--- src/rtl/mini_alu_pkg.sv ---
// mini_alu_pkg
//   Shared definitions for the mini_alu_core execution core: instruction
//   width and field positions, opcode encodings, the operand addresses that
//   alias the RL/RH product registers, and the multiplier sequencing states
//   used when MINI_ALU_MUL_PIPE_EN is defined.
package mini_alu_pkg;

  localparam int INSTR_W  = 28;

  // Instruction layout: {op, dst, src1, src0}
  localparam int OP_MSB   = 27;
  localparam int OP_LSB   = 24;
  localparam int DST_MSB  = 23;
  localparam int DST_LSB  = 16;
  localparam int SRC1_MSB = 15;
  localparam int SRC1_LSB = 8;
  localparam int SRC0_MSB = 7;
  localparam int SRC0_LSB = 0;

  localparam logic [3:0] OP_NOP  = 4'd0;
  localparam logic [3:0] OP_ADD  = 4'd1;
  localparam logic [3:0] OP_SUB  = 4'd2;
  localparam logic [3:0] OP_SMUL = 4'd3;
  localparam logic [3:0] OP_STO  = 4'd4;
  localparam logic [3:0] OP_BLE  = 4'd5;
  localparam logic [3:0] OP_JMP  = 4'd6;
  localparam logic [3:0] OP_LED  = 4'd7;
  localparam logic [3:0] OP_VGA  = 4'd8;
  localparam logic [3:0] OP_CALL = 4'd9;
  localparam logic [3:0] OP_RET  = 4'd10;

  // Operand addresses that read the product registers instead of RAM
  localparam logic [7:0] RL_ADDR = 8'hFE;
  localparam logic [7:0] RH_ADDR = 8'hFF;

  // Bubble inserted into the execute register on a taken branch
  localparam logic [INSTR_W-1:0] NOP_INSTR = {OP_NOP, 24'd0};

  typedef enum logic {
    MUL_IDLE,
    MUL_WAIT
  } mulState_t;

endpackage

--- src/rtl/mini_alu_ret_stack.sv ---
// mini_alu_ret_stack
//   Hardware return-address stack for CALL/RET. Push and pop are ignored
//   when the stack is full or empty respectively; the caller decides what a
//   dropped push or an empty pop means.
// Ports:
//   Clock, Reset        clock, asynchronous active-high reset
//   iPush / iPushData   push a return address
//   iPop                discard the top entry
//   oTop                current top-of-stack (valid when !oEmpty)
//   oFull / oEmpty      occupancy flags
module mini_alu_ret_stack #(
  parameter int STACK_DEPTH = 4,
  parameter int IP_W        = 16
) (
  input  logic            Clock,
  input  logic            Reset,
  input  logic            iPush,
  input  logic            iPop,
  input  logic [IP_W-1:0] iPushData,
  output logic [IP_W-1:0] oTop,
  output logic            oFull,
  output logic            oEmpty
);

  localparam int PTR_W = $clog2(STACK_DEPTH);
  localparam int CNT_W = PTR_W + 1;

  logic [CNT_W-1:0] r_count;
  logic [IP_W-1:0]  r_mem [STACK_DEPTH];
  logic [PTR_W-1:0] w_topIdx;

  // The count is one wider than the pointer so "full" is representable;
  // its low bits minus one always index the newest entry.
  assign w_topIdx = r_count[PTR_W-1:0] - PTR_W'(1);
  assign oTop     = r_mem[w_topIdx];
  assign oFull    = (r_count == CNT_W'(STACK_DEPTH));
  assign oEmpty   = (r_count == '0);

  // Entry storage and occupancy count
  always_ff @(posedge Clock or posedge Reset) begin
    if (Reset) begin
      r_count <= '0;
      for (int i = 0; i < STACK_DEPTH; i++) begin
        r_mem[i] <= '0;
      end
    end else if (iPush && !oFull) begin
      r_mem[r_count[PTR_W-1:0]] <= iPushData;
      r_count                   <= r_count + CNT_W'(1);
    end else if (iPop && !oEmpty) begin
      r_count <= r_count - CNT_W'(1);
    end
  end

endmodule

--- src/rtl/mini_alu_core.sv ---
// mini_alu_core
//   Two-stage (fetch / execute) 28-bit-instruction core. Owns the IP, the
//   execute register, ALU, RL/RH product registers, distance-1 operand
//   bypass, LED register and the return-address stack. ROM, data RAM and
//   video memory are external.
// Configuration macro:
//   MINI_ALU_MUL_PIPE_EN  registered multiplier; SMUL stalls fetch for one
//                         extra cycle and writes RL/RH in its second cycle.
//                         Undefined: single-cycle combinational SMUL.
// Ports:
//   Clock, Reset                 clock, asynchronous active-high reset
//   oIP / iInstruction           ROM address / combinational instruction
//   oRdAddr0/1, iRdData0/1       synchronous-read RAM ports (src0 / src1)
//   oWrEn, oWrAddr, oWrData      RAM write-back (ADD/SUB/STO)
//   oVidWrEn, oVidX/Y, oVidColor video memory pixel write
//   oLed                         LED register
//   oStackFault                  sticky call-stack overflow/underflow
module mini_alu_core
  import mini_alu_pkg::*;
#(
  parameter int DATA_W      = 16,
  parameter int IP_W        = 16,
  parameter int STACK_DEPTH = 4
) (
  input  logic               Clock,
  input  logic               Reset,
  output logic [IP_W-1:0]    oIP,
  input  logic [INSTR_W-1:0] iInstruction,
  output logic [7:0]         oRdAddr0,
  output logic [7:0]         oRdAddr1,
  input  logic [DATA_W-1:0]  iRdData0,
  input  logic [DATA_W-1:0]  iRdData1,
  output logic               oWrEn,
  output logic [7:0]         oWrAddr,
  output logic [DATA_W-1:0]  oWrData,
  output logic               oVidWrEn,
  output logic [DATA_W-1:0]  oVidX,
  output logic [DATA_W-1:0]  oVidY,
  output logic [2:0]         oVidColor,
  output logic [7:0]         oLed,
  output logic               oStackFault
);

  logic [IP_W-1:0]     r_ip;
  logic [INSTR_W-1:0]  r_instr;
  logic [DATA_W-1:0]   r_rl;
  logic [DATA_W-1:0]   r_rh;
  logic [7:0]          r_led;
  logic                r_bypValid;
  logic [7:0]          r_bypAddr;
  logic [DATA_W-1:0]   r_bypData;
  logic                r_stackFault;

  logic [3:0]          w_op;
  logic [7:0]          w_dst;
  logic [7:0]          w_src1;
  logic [7:0]          w_src0;
  logic [15:0]         w_imm;
  logic [DATA_W-1:0]   w_a;
  logic [DATA_W-1:0]   w_b;
  logic [2*DATA_W-1:0] w_aExt;
  logic [2*DATA_W-1:0] w_bExt;
  logic [2*DATA_W-1:0] w_prod;
  logic                w_isSmul;
  logic                w_wrEn;
  logic [DATA_W-1:0]   w_wrData;
  logic                w_vidWrEn;
  logic                w_ledWe;
  logic                w_branch;
  logic [IP_W-1:0]     w_target;
  logic                w_push;
  logic                w_pop;
  logic                w_faultSet;
  logic                w_stall;
  logic                w_rlrhWe;
  logic [2*DATA_W-1:0] w_rlrhData;
  logic [IP_W-1:0]     w_stackTop;
  logic                w_stackFull;
  logic                w_stackEmpty;

  assign w_op     = r_instr[OP_MSB:OP_LSB];
  assign w_dst    = r_instr[DST_MSB:DST_LSB];
  assign w_src1   = r_instr[SRC1_MSB:SRC1_LSB];
  assign w_src0   = r_instr[SRC0_MSB:SRC0_LSB];
  assign w_imm    = {w_src1, w_src0};
  assign w_isSmul = (w_op == OP_SMUL);

  // RAM read addresses come straight from the instruction being fetched so
  // the data lands exactly when that instruction reaches execute.
  assign oRdAddr0 = iInstruction[SRC0_MSB:SRC0_LSB];
  assign oRdAddr1 = iInstruction[SRC1_MSB:SRC1_LSB];

  // Operand selection: FE/FF alias RL/RH; a write made by the immediately
  // preceding instruction has not reached the RAM read yet, so forward it.
  always_comb begin
    w_a = iRdData0;
    if (w_src0 == RL_ADDR) begin
      w_a = r_rl;
    end else if (w_src0 == RH_ADDR) begin
      w_a = r_rh;
    end else if (r_bypValid && (r_bypAddr == w_src0)) begin
      w_a = r_bypData;
    end

    w_b = iRdData1;
    if (w_src1 == RL_ADDR) begin
      w_b = r_rl;
    end else if (w_src1 == RH_ADDR) begin
      w_b = r_rh;
    end else if (r_bypValid && (r_bypAddr == w_src1)) begin
      w_b = r_bypData;
    end
  end

  // Sign-extending to the full product width lets an unsigned multiply
  // produce the correct low 2*DATA_W bits of the signed product.
  assign w_aExt = {{DATA_W{w_a[DATA_W-1]}}, w_a};
  assign w_bExt = {{DATA_W{w_b[DATA_W-1]}}, w_b};
  assign w_prod = w_aExt * w_bExt;

  // Execute-stage decode: strobes, write-back data, branch and stack control
  always_comb begin
    w_wrEn     = 1'b0;
    w_wrData   = w_b + w_a;
    w_vidWrEn  = 1'b0;
    w_ledWe    = 1'b0;
    w_branch   = 1'b0;
    w_target   = IP_W'(w_dst);
    w_push     = 1'b0;
    w_pop      = 1'b0;
    w_faultSet = 1'b0;
    case (w_op)
      OP_ADD: begin
        w_wrEn   = 1'b1;
        w_wrData = w_b + w_a;
      end
      OP_SUB: begin
        w_wrEn   = 1'b1;
        w_wrData = w_b - w_a;
      end
      OP_STO: begin
        w_wrEn   = 1'b1;
        w_wrData = DATA_W'(w_imm);
      end
      OP_BLE: begin
        w_branch = ($signed(w_b) <= $signed(w_a));
      end
      OP_JMP: begin
        w_branch = 1'b1;
      end
      OP_LED: begin
        w_ledWe = 1'b1;
      end
      OP_VGA: begin
        w_vidWrEn = 1'b1;
      end
      OP_CALL: begin
        // An overflowing CALL still branches; only the return address is lost
        w_branch = 1'b1;
        if (w_stackFull) begin
          w_faultSet = 1'b1;
        end else begin
          w_push = 1'b1;
        end
      end
      OP_RET: begin
        // An underflowing RET falls through to the next instruction
        if (w_stackEmpty) begin
          w_faultSet = 1'b1;
        end else begin
          w_pop    = 1'b1;
          w_branch = 1'b1;
          w_target = w_stackTop;
        end
      end
      default: begin
      end
    endcase
  end

`ifdef MINI_ALU_MUL_PIPE_EN
  mulState_t           r_mulState;
  mulState_t           w_mulNext;
  logic [2*DATA_W-1:0] r_prod;

  // Multiplier sequencing state and the registered product
  always_ff @(posedge Clock or posedge Reset) begin
    if (Reset) begin
      r_mulState <= MUL_IDLE;
      r_prod     <= '0;
    end else begin
      r_mulState <= w_mulNext;
      if ((r_mulState == MUL_IDLE) && w_isSmul) begin
        r_prod <= w_prod;
      end
    end
  end

  // First SMUL cycle captures the product and freezes fetch; the second
  // cycle retires it into RL/RH and lets the pipeline advance.
  always_comb begin
    w_mulNext = r_mulState;
    w_stall   = 1'b0;
    w_rlrhWe  = 1'b0;
    case (r_mulState)
      MUL_IDLE: begin
        if (w_isSmul) begin
          w_stall   = 1'b1;
          w_mulNext = MUL_WAIT;
        end
      end
      MUL_WAIT: begin
        w_rlrhWe  = 1'b1;
        w_mulNext = MUL_IDLE;
      end
      default: begin
        w_mulNext = MUL_IDLE;
      end
    endcase
  end

  assign w_rlrhData = r_prod;
`else
  assign w_stall    = 1'b0;
  assign w_rlrhWe   = w_isSmul;
  assign w_rlrhData = w_prod;
`endif

  mini_alu_ret_stack #(
    .STACK_DEPTH (STACK_DEPTH),
    .IP_W        (IP_W)
  ) u_retStack (
    .Clock     (Clock),
    .Reset     (Reset),
    .iPush     (w_push),
    .iPop      (w_pop),
    .iPushData (r_ip),
    .oTop      (w_stackTop),
    .oFull     (w_stackFull),
    .oEmpty    (w_stackEmpty)
  );

  // Fetch/execute advance, bypass capture and architectural registers.
  // r_ip always points one past the executing instruction, which is exactly
  // the return address a CALL must push.
  always_ff @(posedge Clock or posedge Reset) begin
    if (Reset) begin
      r_ip         <= '0;
      r_instr      <= NOP_INSTR;
      r_rl         <= '0;
      r_rh         <= '0;
      r_led        <= '0;
      r_bypValid   <= 1'b0;
      r_bypAddr    <= '0;
      r_bypData    <= '0;
      r_stackFault <= 1'b0;
    end else begin
      if (!w_stall) begin
        if (w_branch) begin
          r_ip    <= w_target;
          r_instr <= NOP_INSTR;
        end else begin
          r_ip    <= r_ip + IP_W'(1);
          r_instr <= iInstruction;
        end
      end
      r_bypValid <= w_wrEn;
      r_bypAddr  <= w_dst;
      r_bypData  <= w_wrData;
      if (w_ledWe) begin
        r_led <= w_b[7:0];
      end
      if (w_faultSet) begin
        r_stackFault <= 1'b1;
      end
      if (w_rlrhWe) begin
        {r_rh, r_rl} <= w_rlrhData;
      end
    end
  end

  assign oIP         = r_ip;
  assign oWrEn       = w_wrEn;
  assign oWrAddr     = w_dst;
  assign oWrData     = w_wrData;
  assign oVidWrEn    = w_vidWrEn;
  assign oVidX       = w_a;
  assign oVidY       = w_b;
  assign oVidColor   = w_dst[2:0];
  assign oLed        = r_led;
  assign oStackFault = r_stackFault;

endmodule

--- config.mk ---
export PLATFORM = sky130hd
export DESIGN_NAME = mini_alu_core
export DESIGN_NICKNAME = d
export VERILOG_FILES = /design/src/rtl/mini_alu_pkg.sv /design/src/rtl/mini_alu_ret_stack.sv /design/src/rtl/mini_alu_core.sv
export SDC_FILE = /design/constraint.sdc
export NUM_CORES = 1
export LEC_CHECK = 0
export CAP_MARGIN = 20
export CORE_MARGIN = 4
export CORE_UTILIZATION = 55
export DETAILED_ROUTE_END_ITERATION = 6
export PLACE_DENSITY_LB_ADDON = 0.05
export SLEW_MARGIN = 20
export SYNTH_ARGS = -nofsm -noshare
export SYNTH_HDL_FRONTEND = slang
export SYNTH_SLANG_ARGS = --single-unit
--- constraint.sdc ---
create_clock -name Clock -period 7.45 [get_ports Clock]
set_input_delay 1.1175 -clock Clock [delete_from_list [all_inputs] [get_ports Clock]]
set_output_delay 1.1175 -clock Clock [all_outputs]
set_load 0.05 [all_outputs]
# Word level (Yosys, flattened, before mapping)
# Index checks and enable logic that the tools add are counted.
[classes] n_lt_le_gt_ge=4 add_sub_neg=6 multipliers=1 bitwise_logic=2 n_reduce_logical=11 muxes=30 n_eq_ne=17
[op_table] cell="$mux 16" count=12
[op_table] cell="$bwmux 64" count=1
[op_table] cell="$bmux 16 s2" count=1
[op_table] cell="$demux 16 s2" count=1
[op_table] cell="$eq 8x8->1 const B" count=4
[op_table] cell="$mul 16x16->32" count=1
[op_table] cell="$pmux 16 s2" count=1
[op_table] cell="$mux 28" count=1
[op_table] cell="$add 16x1->16 const B" count=1
[op_table] cell="$add 16x16->16" count=1
[op_table] cell="$eq 4x3->1 const B" count=4
[op_table] cell="$eq 8x8->1" count=2
[op_table] cell="$le 16x16->1" count=1
[op_table] cell="$sub 16x16->16" count=1
[op_table] cell="$eq 4x4->1 const B" count=3
[op_table] cell="$mux 1" count=9
[op_table] cell="$eq 4x2->1 const B" count=2
[op_table] cell="$ge 3x3->1 const B" count=2
[op_table] cell="$mux 3" count=2
[op_table] cell="$not 2->3" count=2
[op_table] cell="$logic_and 1x1->1" count=5
[op_table] cell="$eq 4x1->1 const B" count=1
[op_table] cell="$add 3x1->3 const B" count=1
[op_table] cell="$eq 3x3->1 const B" count=1
[op_table] cell="10 further kinds" count=11
[word_totals] inputBits=62 word_cells=85 regBits=177 output_inout_bits=102

# Depth between registers and ports, before layout
[depth] ltp_word=8 ltp_mapped=32 ltp_nobuf=31

# Cells and area by module
# A second synthesis with hierarchy kept.
[unflattened] cells_unflattened=2046 hier_area_um2=19902.8
[by_module_without_submodules] mod="mini_alu_core" area_per_inst_um2=16667.2 seq_area_each_um2=2752.6 cells_each=1854 instances=1
[by_module_without_submodules] mod="mini_alu_ret_stack" area_per_inst_um2=3235.6 seq_area_each_um2=1676.6 cells_each=192 instances=1

# Worst setup path after synthesis
# Ideal clock, no wire load.
[synth_path] kind="input to register" from="input port iRdData1[7]" to="register r_rh[14]" cell_stages=28 path_slack_ps=-336 path_buffers=1 required_ps=7304 arrival_time_ps=7640 setup_ps=146 cell_sequence="mux2i_1 -> a211oi_1 -> a21oi_1 -> inv_1 -> clkbuf_1 -> ha_1 -> inv_1 -> fa_1 -> inv_1 -> fa_1 -> inv_1 -> fa_1 -> inv_1 -> fa_1 -> fa_1 -> inv_1 -> fa_1 -> inv_1 -> ha_1 -> o21ai_0 -> a21oi_1 -> nand3_1 -> a21oi_1 -> o21ai_0 -> a311oi_1 -> a311oi_1 -> mux2i_1 -> o311ai_0"
[synth_between] elab_chain_len=4
[synth_lines] item="start: declaration" line_no="mini_alu_core.sv:32" rtl="input logic [DATA_W-1:0] iRdData1,"
[synth_lines] item="$mux 16" line_no="mini_alu_core.sv:110" rtl="end else if (r_bypValid && (r_bypAddr == w_src1)) begin"
[synth_lines] item="$mux 16" line_no="mini_alu_core.sv:108" rtl="end else if (w_src1 == RH_ADDR) begin"
[synth_lines] item="$mux 16" line_no="mini_alu_core.sv:106" rtl="if (w_src1 == RL_ADDR) begin"
[synth_lines] item="via oVidY[7]" line_no="mini_alu_core.sv:38" rtl="output logic [DATA_W-1:0] oVidY,"
[synth_lines] item="$mul 16x16->32" line_no="mini_alu_core.sv:119" rtl="assign w_prod = w_aExt * w_bExt;"
[synth_lines] item="end signal: assignment" line_no="mini_alu_core.sv:277" rtl="{r_rh, r_rl} <= w_rlrhData;"
[synth_lines] item="end: declaration" line_no="mini_alu_core.sv:47" rtl="logic [DATA_W-1:0] r_rh;"
# The timed path passes the listed nets, and every way through them passes these cells.
# A chain may end at the register's enable or synchronous reset.

# Worst setup path in the final report
[layout_path] from="register r_bypAddr[2]" to="register r_rh[9]"
[layout_between] elab_chain_len=6 word_cells_on_any_way=11 cone_classes="mul: 1; eq/ne: 2; mux: 6; reduce/logical: 2"
[layout_lines] item="start: declaration" line_no="mini_alu_core.sv:50" rtl="logic [7:0] r_bypAddr;"
[layout_lines] item="start signal: assignment" line_no="mini_alu_core.sv:268" rtl="r_bypAddr <= w_dst;"
[layout_lines] item="$eq 8x8->1 (on tied branches)" line_no="mini_alu_core.sv:101, mini_alu_core.sv:110"
[layout_lines] item="$logic_and 1x1->1 (on tied branches)" line_no="mini_alu_core.sv:101, mini_alu_core.sv:110"
[layout_lines] item="$mux 16 (on tied branches)" line_no="mini_alu_core.sv:101, mini_alu_core.sv:110"
[layout_lines] item="$mux 16 (on tied branches)" line_no="mini_alu_core.sv:99, mini_alu_core.sv:108"
[layout_lines] item="$mux 16 (on tied branches)" line_no="mini_alu_core.sv:97, mini_alu_core.sv:106"
[layout_lines] item="$mul 16x16->32 (*)" line_no="mini_alu_core.sv:119"
# Every way passes the cells marked *; elsewhere a longest branch is shown, timed or not.

==> results.cfg <==
[synth]
ys_seq_area_frac = 0.227
synth.area.top_cells = fa_1 27%, dfrtp_1 23%, ha_1 7.6%
synth_seq_cells = 177
synth_edf_count = 0
netlist.area_leader.share = 0.271
synth_warnings = 0
synth_cells = 2044
synth_top_cells_by_count = 336 x inv_1, 265 x fa_1, 229 x nand2_1
synth_fp_nets = 2489
synthFlopType = dfrtp_1
ys_types = 76
ys_async_sr_fraction = 1.00
netlist_area_sq_um = 19500
synth_area_per_cell_sq_um = 9.56
yosysTopAreaCell = fa_1
yosysMostFrequentCell = inv_1

[cells_and_area]
drive_gt1_frac = 0.270
fillers = 2574
layout.nets = 2945
syn2layout_area_growth_pct = 31.4
fin_area_sq_um = 25700
finalNonFillerCells = 2968
multi_input_area_sq_um = 13900
diodes = 0
seq_area_sq_um = 4430

[sta]
slew_viol_final = 0
setup_viol = 9
finalHoldViolations = 0
relSlewSlack = 0.334
setup_tns_ns = -0.792
worstMarginPinSlew_ns = 0.998
fin_crit_ns = 7.66
period_share = 1.03
fin_skew_ns = 0.0178
max_freq_mhz = 131
fin_ws_ns = -0.210
grt_setup_unrepaired = true

[setup_path]
timing.rr.start = r_bypAddr[2]
path_common_cell = buf_6
reg2reg_slack_ns = -0.21
cpPeakStageDelay_ns = 0.56
r2r_cells = 35
r2r-end = r_rh[9]
crit_path_end_kind = flip-flop
path_max_fanout = 11
critPathSlowestCell = fa_1
crit_type = flip-flop to flip-flop
worstPathArrival_ns = 8.05
crit_required_ns = 7.84
start_kind = flip-flop

[placement]
place_inst = 2856
postPlaceCellArea_sq_um = 23600
place_congestion = 1.03
port_buffers = 163
place_hpwl_mm = 52.2

[routing]
drtAntennaViolNets = 0
first_pass_iters = 6
num_vias = 16948
routed_wl_mm = 66.3
post_drt_wl_per_cell_um = 22.3
top_layer = met5
wl_met3_mm = 5.05
dr.first_iter.drc_count = 1433
vias_per_cell = 5.71
drc = 0
wl_met2_mm = 31.3
wl_met1_mm = 25.9

[global_routing]
antenna_found_initial = 2
first_global_vias = 17533
grt_pass1_wl_mm = 101
grt_max_degree = 103
overflow = 0
globalRouteTotalUtil = 0.342

[job]
maxCapViolCount = 0

[floorplanning]
start_util = 0.562
die_w_um = 197
dieArea_sq_um = 38600
die_h_um = 197
ios = 164
core_area_sq_um = 34800
num_rows = 68

[worst_hold_path]
worstHoldStart = r_instr[23]
min_path_type = flip-flop to flip-flop
worstHoldEndpoint = r_bypAddr[7]
holdPathStages = 0

[cts]
cts_tree = built
numCtsBuffers = 17
h-tree-depth = 4
cts-root-buf = clkbuf_16
cts_hold_buf = 0
clkTransAtPathRegs_ns = 0.08
cts.sinks = 177
cts_buffer_depth = 2
clock_latency_ns = 0.45

[outcome]
status = complete, but fails checks
violations = setup timing
cells in the final DEF (no fill, tap or decap), types with 14 or more instances in the layout:
| cell type | count |
|---|---|
| a21oi_2 | 23 |
| mux4_2 | 16 |
| buf_4 | 339 |
| and2_1 | 39 |
| xnor2_1 | 38 |
| mux2i_1 | 29 |
| o21ai_1 | 14 |
| clkdlybuf4s50_1 | 153 |
| nand2_1 | 225 |
| mux2_2 | 67 |
| a211oi_1 | 20 |
| o21ai_0 | 57 |
| dfrtp_1 | 177 |
| buf_6 | 32 |
| buf_12 | 15 |
| nor3_1 | 17 |
| nor2_2 | 15 |
| a221o_1 | 17 |
| a21o_1 | 18 |
| nand3_1 | 17 |
| nor2_1 | 165 |
| ha_1 | 101 |
| inv_1 | 319 |
| inv_2 | 20 |
| xor2_1 | 21 |
| a21oi_1 | 44 |
| fa_1 | 257 |
| clkbuf_16 | 17 |
critical path: cells and delay by family, from the launching register on:
kind            cells  cell delay [ns]
compound gates      7             0.97
buf+inv            12             1.57
fa+ha+maj           7             3.09
flops               1             0.41
simple gates        7             1.21
xor+xnor            1             0.17
mux                 1             0.18
registers in the layout, summed over array words and instances, names as in the netlist:
signal	cells
r_bypValid	1
r_rl	16
u_retStack.r_count	3
oLed	8
r_bypAddr	8
oStackFault	1
r_rh	16
u_retStack.r_mem	64
oIP	16
r_instr	28
r_bypData	16
cell families (layout without fill, tap and decap cells):
logic type                 Yosys count  in the layout  synth area share
and+or+nand+nor                    550            550             0.125
buffers and inverters              456            925            0.0958
adders and majority gates          383            383             0.347
AOI/OAI and AO/OA                  288            288            0.0983
DFF                                177            177             0.227
muxes                              120            120            0.0760
xor gates and xnor gates            70             70            0.0314
per-stage QoR:
| stage | hold WS [ns] | setup WS (ns) | utilization |
|---|---|---|---|
| after CTS | 0.464 | -0.0522 | 0.717 |
| after global placement | 0.440 | -0.728 | 0.678 |
| final | 0.471 | -0.210 | 0.738 |
| after floorplan | 0.375 | -0.0632 | - |
| after detailed placement | 0.446 | -0.778 | 0.678 |
| after global routing | 0.477 | -0.496 | 0.738 |
per-layer routing:
| layer | track usage | vias up |
|---|---|---|
| met4 | 0.163 | 2 |
| met5 | 0 | - |
| li1 | - | 7468 |
| met1 | 0.454 | 8503 |
| met2 | 0.556 | 759 |
| met3 | 0.0537 | 216 |
cell type report:
cell class                 instances  area share
clock inverter                    15     0.00916
tap                              455      0.0222
timing repair buffer             541       0.185
sequential                       177       0.172
multi-input combinational       1411       0.541
inverter                         352      0.0535
clock buffer                      17      0.0166
how the worst max path moves through the flow:
stage	cells past startpoint	to	start
3_5_place_dp	26	r_rh[14]	iRdData0[7]
5_1_grt	33	r_rh[9]	r_bypAddr[2]
2_1_floorplan	27	r_rh[14]	iRdData1[8]
6_report	35	r_rh[9]	r_bypAddr[2]
4_1_cts	33	r_rh[14]	r_bypAddr[2]
3_3_place_gp	25	r_rh[14]	iRdData0[7]
repair_timing:
item	4_1_cts	5_1_grt
resized for setup	87	130
pin swaps	25	68
setup endpoints to repair	15	17
cloned	1	1
buffers inserted	38	46
Power is left out: the tool's default activity adds up to more than one toggle a clock period on the data nets, which glitch-free logic cannot reach.
